### config.mk
export PLATFORM = sky130hd
export DESIGN_NAME = argmax_classifier
export DESIGN_NICKNAME = d
export VERILOG_FILES = /design/src/rtl/nn_pkg.sv /design/src/rtl/argmax_top2_tracker.sv /design/src/rtl/argmax_classifier.sv
export SDC_FILE = /design/constraint.sdc
export NUM_CORES = 1
export LEC_CHECK = 0
export CORE_UTILIZATION = 51
export CTS_CLUSTER_SIZE = 14
export DETAILED_ROUTE_END_ITERATION = 10
export HOLD_SLACK_MARGIN = 0.15
export PLACE_DENSITY = 0.78
export SYNTH_ARGS = -nofsm -noshare
export SYNTH_HDL_FRONTEND = slang
export SYNTH_SLANG_ARGS = --single-unit
### constraint.sdc
create_clock -name clk -period 8.3 [get_ports clk]
set_input_delay 1.66 -clock clk [delete_from_list [all_inputs] [get_ports clk]]
set_output_delay 1.66 -clock clk [all_outputs]
set_load 0.05 [all_outputs]
### src/rtl/nn_pkg.sv
// Shared sizing, FSM state encoding and result record for the classifier readout path.
// Imported by the argmax stage and its top-1/top-2 tracker.
package nn_pkg;

  localparam int NUM_CLASSES = 10;
  localparam int DATA_W      = 16;
  localparam int IDX_W       = 4;

  typedef enum logic [1:0] {
    IDLE = 2'd0,
    SCAN = 2'd1,
    DONE = 2'd2
  } state_t;

  typedef struct packed {
    logic [IDX_W-1:0]  idx;
    logic [DATA_W-1:0] val;
    logic [IDX_W-1:0]  top2_idx;
    logic [DATA_W-1:0] top2_val;
    logic [DATA_W-1:0] margin;
    logic              low_conf;
  } result_t;

endpackage

### src/rtl/argmax_top2_tracker.sv
// Serial top-1/top-2 tracker: one candidate per enabled cycle, updated pair visible the next cycle.
// Strict compares keep the lower index on ties; clear re-arms it for a new vector.
module argmax_top2_tracker
  import nn_pkg::*;
(
  input  logic              clk,
  input  logic              rst,
  input  logic              clear,
  input  logic              en,
  input  logic              first,
  input  logic [DATA_W-1:0] val,
  input  logic [IDX_W-1:0]  idx,
  output logic [DATA_W-1:0] top1_val,
  output logic [IDX_W-1:0]  top1_idx,
  output logic [DATA_W-1:0] top2_val,
  output logic [IDX_W-1:0]  top2_idx
);

  logic top2_empty;

  always_ff @(posedge clk) begin
    if (rst || clear) begin
      top1_val   <= '0;
      top1_idx   <= '0;
      top2_val   <= '0;
      top2_idx   <= '0;
      top2_empty <= 1'b1;
    end else if (en) begin
      // The cleared top-1 is only provisional: the first element seeds it
      // instead of competing, so an all-zero vector still yields top2_idx = 1.
      if (first || (val > top1_val)) begin
        top1_val <= val;
        top1_idx <= idx;
        if (!first) begin
          top2_val   <= top1_val;
          top2_idx   <= top1_idx;
          top2_empty <= 1'b0;
        end
      end else if (top2_empty || (val > top2_val)) begin
        top2_val   <= val;
        top2_idx   <= idx;
        top2_empty <= 1'b0;
      end
    end
  end

endmodule

### src/rtl/argmax_classifier.sv
// Captures a softmax vector, scans one class per cycle; result valid NUM_CLASSES+1 cycles after capture.
// Result slot holds under res_ready low; frames arriving while busy are dropped and counted (saturating).
module argmax_classifier
  import nn_pkg::*;
#(
  parameter logic [DATA_W-1:0] CONF_THRESH = 16'h4000,
  parameter logic [DATA_W-1:0] MARGIN_MIN  = 16'h0800,
  parameter int                DROP_W      = 8
) (
  input  logic                          clk,
  input  logic                          rst,
  input  logic [NUM_CLASSES*DATA_W-1:0] prob_in,
  input  logic                          in_valid,
  output logic                          busy,
  output logic                          res_valid,
  input  logic                          res_ready,
  output logic [IDX_W-1:0]              class_idx,
  output logic [DATA_W-1:0]             top1_val,
  output logic [IDX_W-1:0]              top2_idx,
  output logic [DATA_W-1:0]             top2_val,
  output logic [DATA_W-1:0]             margin,
  output logic                          low_conf,
  output logic [DROP_W-1:0]             drop_count
);

  localparam logic [IDX_W-1:0] LAST_IDX = IDX_W'(NUM_CLASSES - 1);

  state_t            state;
  logic [DATA_W-1:0] vec [NUM_CLASSES];
  logic [IDX_W-1:0]  idx;
  result_t           res_q;
  result_t           res_d;
  logic [DATA_W-1:0] t1_val;
  logic [DATA_W-1:0] t2_val;
  logic [IDX_W-1:0]  t1_idx;
  logic [IDX_W-1:0]  t2_idx;
  logic              slot_free;
  logic              accept;

  assign accept    = (state == IDLE) && in_valid;
  assign slot_free = !res_valid || res_ready;
  assign busy      = (state != IDLE);

  argmax_top2_tracker u_tracker (
    .clk      (clk),
    .rst      (rst),
    .clear    (accept),
    .en       (state == SCAN),
    .first    (idx == '0),
    .val      (vec[idx]),
    .idx      (idx),
    .top1_val (t1_val),
    .top1_idx (t1_idx),
    .top2_val (t2_val),
    .top2_idx (t2_idx)
  );

  always_comb begin
    res_d          = '0;
    res_d.idx      = t1_idx;
    res_d.val      = t1_val;
    res_d.top2_idx = t2_idx;
    res_d.top2_val = t2_val;
    res_d.margin   = t1_val - t2_val;
    res_d.low_conf = (t1_val < CONF_THRESH) || (res_d.margin < MARGIN_MIN);
  end

  always_ff @(posedge clk) begin
    if (rst) begin
      state      <= IDLE;
      idx        <= '0;
      res_q      <= '0;
      res_valid  <= 1'b0;
      drop_count <= '0;
      for (int i = 0; i < NUM_CLASSES; i++) vec[i] <= '0;
    end else begin
      if (in_valid && (state != IDLE) && (drop_count != {DROP_W{1'b1}}))
        drop_count <= drop_count + 1'b1;
      // A load in DONE below overrides this clear when both happen together.
      if (res_valid && res_ready)
        res_valid <= 1'b0;
      case (state)
        IDLE: begin
          if (in_valid) begin
            for (int i = 0; i < NUM_CLASSES; i++) vec[i] <= prob_in[i*DATA_W +: DATA_W];
            idx   <= '0;
            state <= SCAN;
          end
        end
        SCAN: begin
          if (idx == LAST_IDX) state <= DONE;
          else                 idx   <= idx + 1'b1;
        end
        DONE: begin
          if (slot_free) begin
            res_q     <= res_d;
            res_valid <= 1'b1;
            state     <= IDLE;
          end
        end
        default: state <= IDLE;
      endcase
    end
  end

  assign class_idx = res_q.idx;
  assign top1_val  = res_q.val;
  assign top2_idx  = res_q.top2_idx;
  assign top2_val  = res_q.top2_val;
  assign margin    = res_q.margin;
  assign low_conf  = res_q.low_conf;

endmodule

Word level (Yosys, flattened, before mapping). Memories as Yosys holds them, arrays and structs flattened. A register that Yosys moved wholly into a read port is not among the register bits. Cells that the tools add are included.

Mux-type cells: 37. $lt $le $gt $ge: 4. Bitwise logic cells: 10. $add $sub $neg: 3. Equality and inequality tests: 9. Reduce and logical (&&, ||, !) cells: 20.

Operator list (number): 16-bit two-way mux (13); 16-bit > comparator (2); 4-bit two-way mux (7); 16-bit by 12-bit less-than comparator with 1-bit output, second input constant (1); 16-bit by 15-bit less-than comparator with 1-bit output, second input constant (1); 16-bit subtractor (1); 1-bit two-way mux (12); 2-bit inequality test, second input constant (5); 1-bit OR (10); 3-bit AND reduction (3); 8-bit by 1-bit adder with 8-bit output, second input constant (1); 8-bit inequality test, second input constant (1); 4-bit one-hot mux with 2 select lines (1); 2-bit two-way mux (3); 2-bit one-hot mux with 3 select lines (1); 2-bit nonzero test (3); 1-bit logical OR (5); 4-bit by 1-bit adder with 4-bit output, second input constant (1); 4-bit equality test, second input constant (1); 1-bit logical AND (4); 4-bit logical NOT (1); 2-bit AND reduction (2); 2-bit by 1-bit equality test with 1-bit output, second input constant (1); 2-bit equality test, second input constant (1); other kinds (2) (2).

Memories kept: 1. Register bits: 113. Output and inout port bits: 67. Logic and storage cells: 99. Bits in writable memories: 160. Input bits: 164.

Memories: vec (depth 10, width 16, read ports 1, clocked after memory_dff 1, wr ports 10, RTL line argmax_classifier.sv:29) `logic [DATA_W-1:0] vec [NUM_CLASSES];`.

Depth between registers and ports, before layout.
Word-level depth: 5. Gate-level depth with buffers: 16. Mapped depth without buffers: 13.

Cells and area by module. Synthesis repeated with hierarchy kept, for this count alone.

Cells, all modules: 1179. Area total of the unflattened synthesis: 13135.1 um^2.

Modules (own cells, without submodules): argmax_classifier (times used 1, cells an instance 903, area an instance 10752.8 um^2); argmax_top2_tracker (times used 1, cells an instance 276, area an instance 2382.3 um^2).

Worst setup path before layout. No wires, ideal clock.

Kind: in2reg. Start point: in rst. End point: mem vec[0][0] (enable). Stages: 4. Buffers on the path: 2. Setup slack: 1.141 ns. Arrival: 6.572 ns. Cells stage by stage: clkbuf_1 a21oi_1 inv_1 clkbuf_1.

RTL lines: start: declaration (RTL line argmax_classifier.sv:11) `input logic rst,`; end: declaration (RTL line argmax_classifier.sv:29).

==> run_results.csv <==
group,metric,value,unit
outcome,outcome,"complete, no violations",
route,met2_length,14.9,mm
placed_design,placed_cells,1703,
critical_path,path_cells,"mux4_2 -> nor2b_1 -> a211oi_1 -> a21oi_1 -> ha_1 -> nand4_1 -> nor4_1 -> o21a_1 -> nand2_1 -> a31oi_1",
synthesis,synth_edf_count,160,
cells_and_area,design_area,0.0166,mm2
power,p_switching,0.784,mW
synthesis,synth-seq-area-share,0.545,
critical_path,cp_data_required_time,8.77,ns
critical_path,critical_path_class,"reg -> reg",
synthesis,yosysTopAreaCellShare,0.366,
timing,setup_viol,0,
min_path,min_path_type,"reg -> reg",
grt,grt_overflow,0,
route,drt_iter0_drc,785,
synthesis,yosysUniqueCellTypes,47,
timing,rsz0062_at_grt,"false",
route,drt-total-wl,31.7,mm
placed_design,place_area,0.0156,mm2
synthesis,yosys_warnings,0,
clock_network,clockBufferDepth,3,
cells_and_area,insertedDiodeCount,0,
timing,timing.hold.ws,0.449,ns
route,drt_first_pass_iters,6,
grt,grt_pass1_vias,9269,
clock_network,cts_resized,0,
power,comb_power_share,0.129,
route,wl_per_cell,18.1,um
timing,max_freq,0.197,GHz
power,seq_power_share,0.479,
timing,fin_crit_sh,0.611,
synthesis,synth_most_common_cell,"and2_1",
critical_path,rr_endpoint,"u_tracker.top2_val[10]",
synthesis,netlist_top_cells_area,"edfxtp_1, dfxtp_1, and2_1",
route,drc_errors,0,
route,postRouteAntennaNets,0,
floorplanning,io_pins,231,
placed_design,gp_congestion,0.920,
synthesis,async_reset_ff_frac,0,
timing,min_period,5.07,ns
critical_path,end_kind,"flip-flop",
route,via_per_inst,5.52,
clock_network,postCtsHoldBufs,0,
grt,antenna_found_initial,0,
critical_path,r2r_cells,10,
power,p_leak,6.11,nW
job,drv_cap,0,
synthesis,ys_ff_latch,277,
clock_network,postCtsSetupBuffers,0,
grt,grtUsageTotal,0.243,
clock_network,cts-root-buf,"clkbuf_16",
floorplanning,coreArea,0.0252,mm2
cells_and_area,finalNonFillerCells,1753,
clock_network,htreeDepth,1,
critical_path,critical-path-max-stage-delay,1.07,ns
route,met1Wirelength,13.8,mm
power,power_density,198,mW/mm2
timing,slew_headroom,0.139,
floorplanning,die_x,162,um
critical_path,crit_end,"u_tracker.top2_val[10]",
placed_design,place_ws,3.23,ns
timing,slew_violations,0,
cells_and_area,utilization,0.658,
cells_and_area,layout.nets,1619,
timing,finalHoldViolations,0,
synthesis,synth_commonest_cells,"and2_1, edfxtp_1, nand2_1, dfxtp_1, a21oi_1",
clock_network,clk_latency,0.56,ns
power,p_sw_frac,0.239,
placed_design,dp_hpwl,22.9,mm
clock_network,cts_tree,"yes",
timing,skew,0.0285,ns
route,dr_wl_met3,2.14,mm
cells_and_area,syn2layout_area_growth,26.4,%
synthesis,syn_nets,1424,
power,clockPowerShare,0.391,
grt,grt_pass1_wl,49.8,mm
critical_path,r2r_slack,3.23,ns
critical_path,worstPathArrival,5.54,ns
synthesis,synth_area,0.0131,mm2
power,p_int,2.50,mW
cells_and_area,final_layout_size_suffix_gt1_frac,0.0654,
placed_design,port_buffers,230,
synthesis,netlist.top_cell.by_area,"edfxtp_1",
grt,grt_max_degree,161,
power,finalPower,3.28,mW
clock_network,cts_sinks,277,
floorplanning,start_util,0.521,
critical_path,crit_path_start_kind,"flip-flop",
floorplanning,die_area,0.0264,mm2
floorplanning,num_rows,58,
timing,worst_slew_pin_slew,1.29,ns
timing,setup_tns,0,ns
synthesis,synth_cells,1208,
route,dr_total_vias,9678,
clock_network,clk_pin_slew,0.06,ns
synthesis,synth_ff_type,"edfxtp_1",
synthesis,syn_area_per_cell,10.9,um2
critical_path,crit_fanout,48,
critical_path,cp_slowest_cell,"o21a_1",
route,routed.top_layer,"met4",
timing,finalWorstSetupSlack,3.23,ns
clock_network,cts-buffers-inserted,28,
power,ir_worst_vdd,0.000138,V
floorplanning,die_y,162,um
==> layer usage <==
| layer | vias up | GRT usage |
|---|---|---|
| li1 | 4704 | - |
| met1 | 4532 | 0.339 |
| met2 | 401 | 0.396 |
| met3 | 41 | 0.0349 |
| met4 | 0 | 0.0669 |
| met5 | - | 0 |
==> worst max-delay path, delay by kind of cell (launching register included) <==
family,cells,cell delay [ns]
mux,1,0.64
compound gates,4,1.78
fa+ha+maj,1,0.40
flops,1,0.91
simple gates,4,1.22
==> registers in the layout (all words and copies together) (netlist names), named ones only <==
register / flops
top2_val: 16
u_tracker.top1_val: 16
idx: 4
top1_val: 16
drop_count: 8
vec: 160
class_idx: 4
u_tracker.top2_idx: 4
u_tracker.top2_empty: 1
margin: 16
res_valid: 1
u_tracker.top2_val: 16
u_tracker.top1_idx: 4
top2_idx: 4
low_conf: 1
state: 2
==> cell families after synthesis <==
| logic type | Yosys count | synth area share |
|---|---|---|
| XOR/XNOR | 12 | 0.00802 |
| AO/OA/AOI/OAI | 259 | 0.120 |
| AND/OR/NAND/NOR | 439 | 0.172 |
| flip-flops | 277 | 0.545 |
| buffers and inverters | 116 | 0.0341 |
| adder cells (fa/ha/maj) | 52 | 0.0502 |
| multiplexers | 53 | 0.0710 |
==> worst min-delay path by stage <==
stage | cells after the start | endpoint | startpoint | slack [ns]
3_5_place_dp | 2 | top1_val[13] | top1_val[13] | 0.45
5_1_grt | 2 | top1_val[11] | top1_val[11] | 0.47
4_1_cts | 2 | top1_val[13] | top1_val[13] | 0.45
6_report | 2 | margin[3] | margin[3] | 0.45
3_3_place_gp | 2 | margin[6] | margin[6] | 0.44
2_1_floorplan | 2 | top2_idx[3] | u_tracker.top2_idx[3] | 0.43
==> final cells by class <==
cell class | count | area, um2
Clock buffer | 36 | 741
Clock inverter | 14 | 198
Fill cell | 1949 | 8610
Inverter | 42 | 163
Multi-Input combinational cell | 815 | 5540
Sequential cell | 277 | 7150
Tap cell | 330 | 413
Timing Repair Buffer | 239 | 2360
==> power groups by stage <==
stage,logic [mW],registers [mW],clock network [mW]
global placement,0.417,1.60,0
global route,0.465,1.58,1.36
finish,0.424,1.57,1.28
CTS,0.423,1.57,1.30
floorplan,0.274,1.58,0
detailed placement,0.421,1.60,0
==> cells in the final DEF, fill, tap and decap left out, types with 2 or more instances in the layout <==
cell,count
clkdlybuf4s50_1,229
and2_1,164
edfxtp_1,160
nand2_1,146
dfxtp_1,115
a21oi_1,113
ha_1,51
inv_1,41
o21ai_0,41
nor2_1,35
mux4_2,32
nand3_1,30
clkbuf_16,28
nor2b_1,22
mux2i_1,21
a211oi_1,21
o31ai_1,21
a31oi_1,20
a21o_1,13
nand4_1,12
nand2b_1,10
buf_4,9
xor2_1,7
clkinv_2,7
clkbuf_1,7
or3_1,6
o21a_1,5
o211a_1,5
o211ai_1,5
xnor2_1,5
nor3_1,4
bufinv_16,4
and3_1,3
o21bai_1,2
a2111oi_0,2
nor2_4,2
Note: power is estimated with default switching activity, not from simulation.
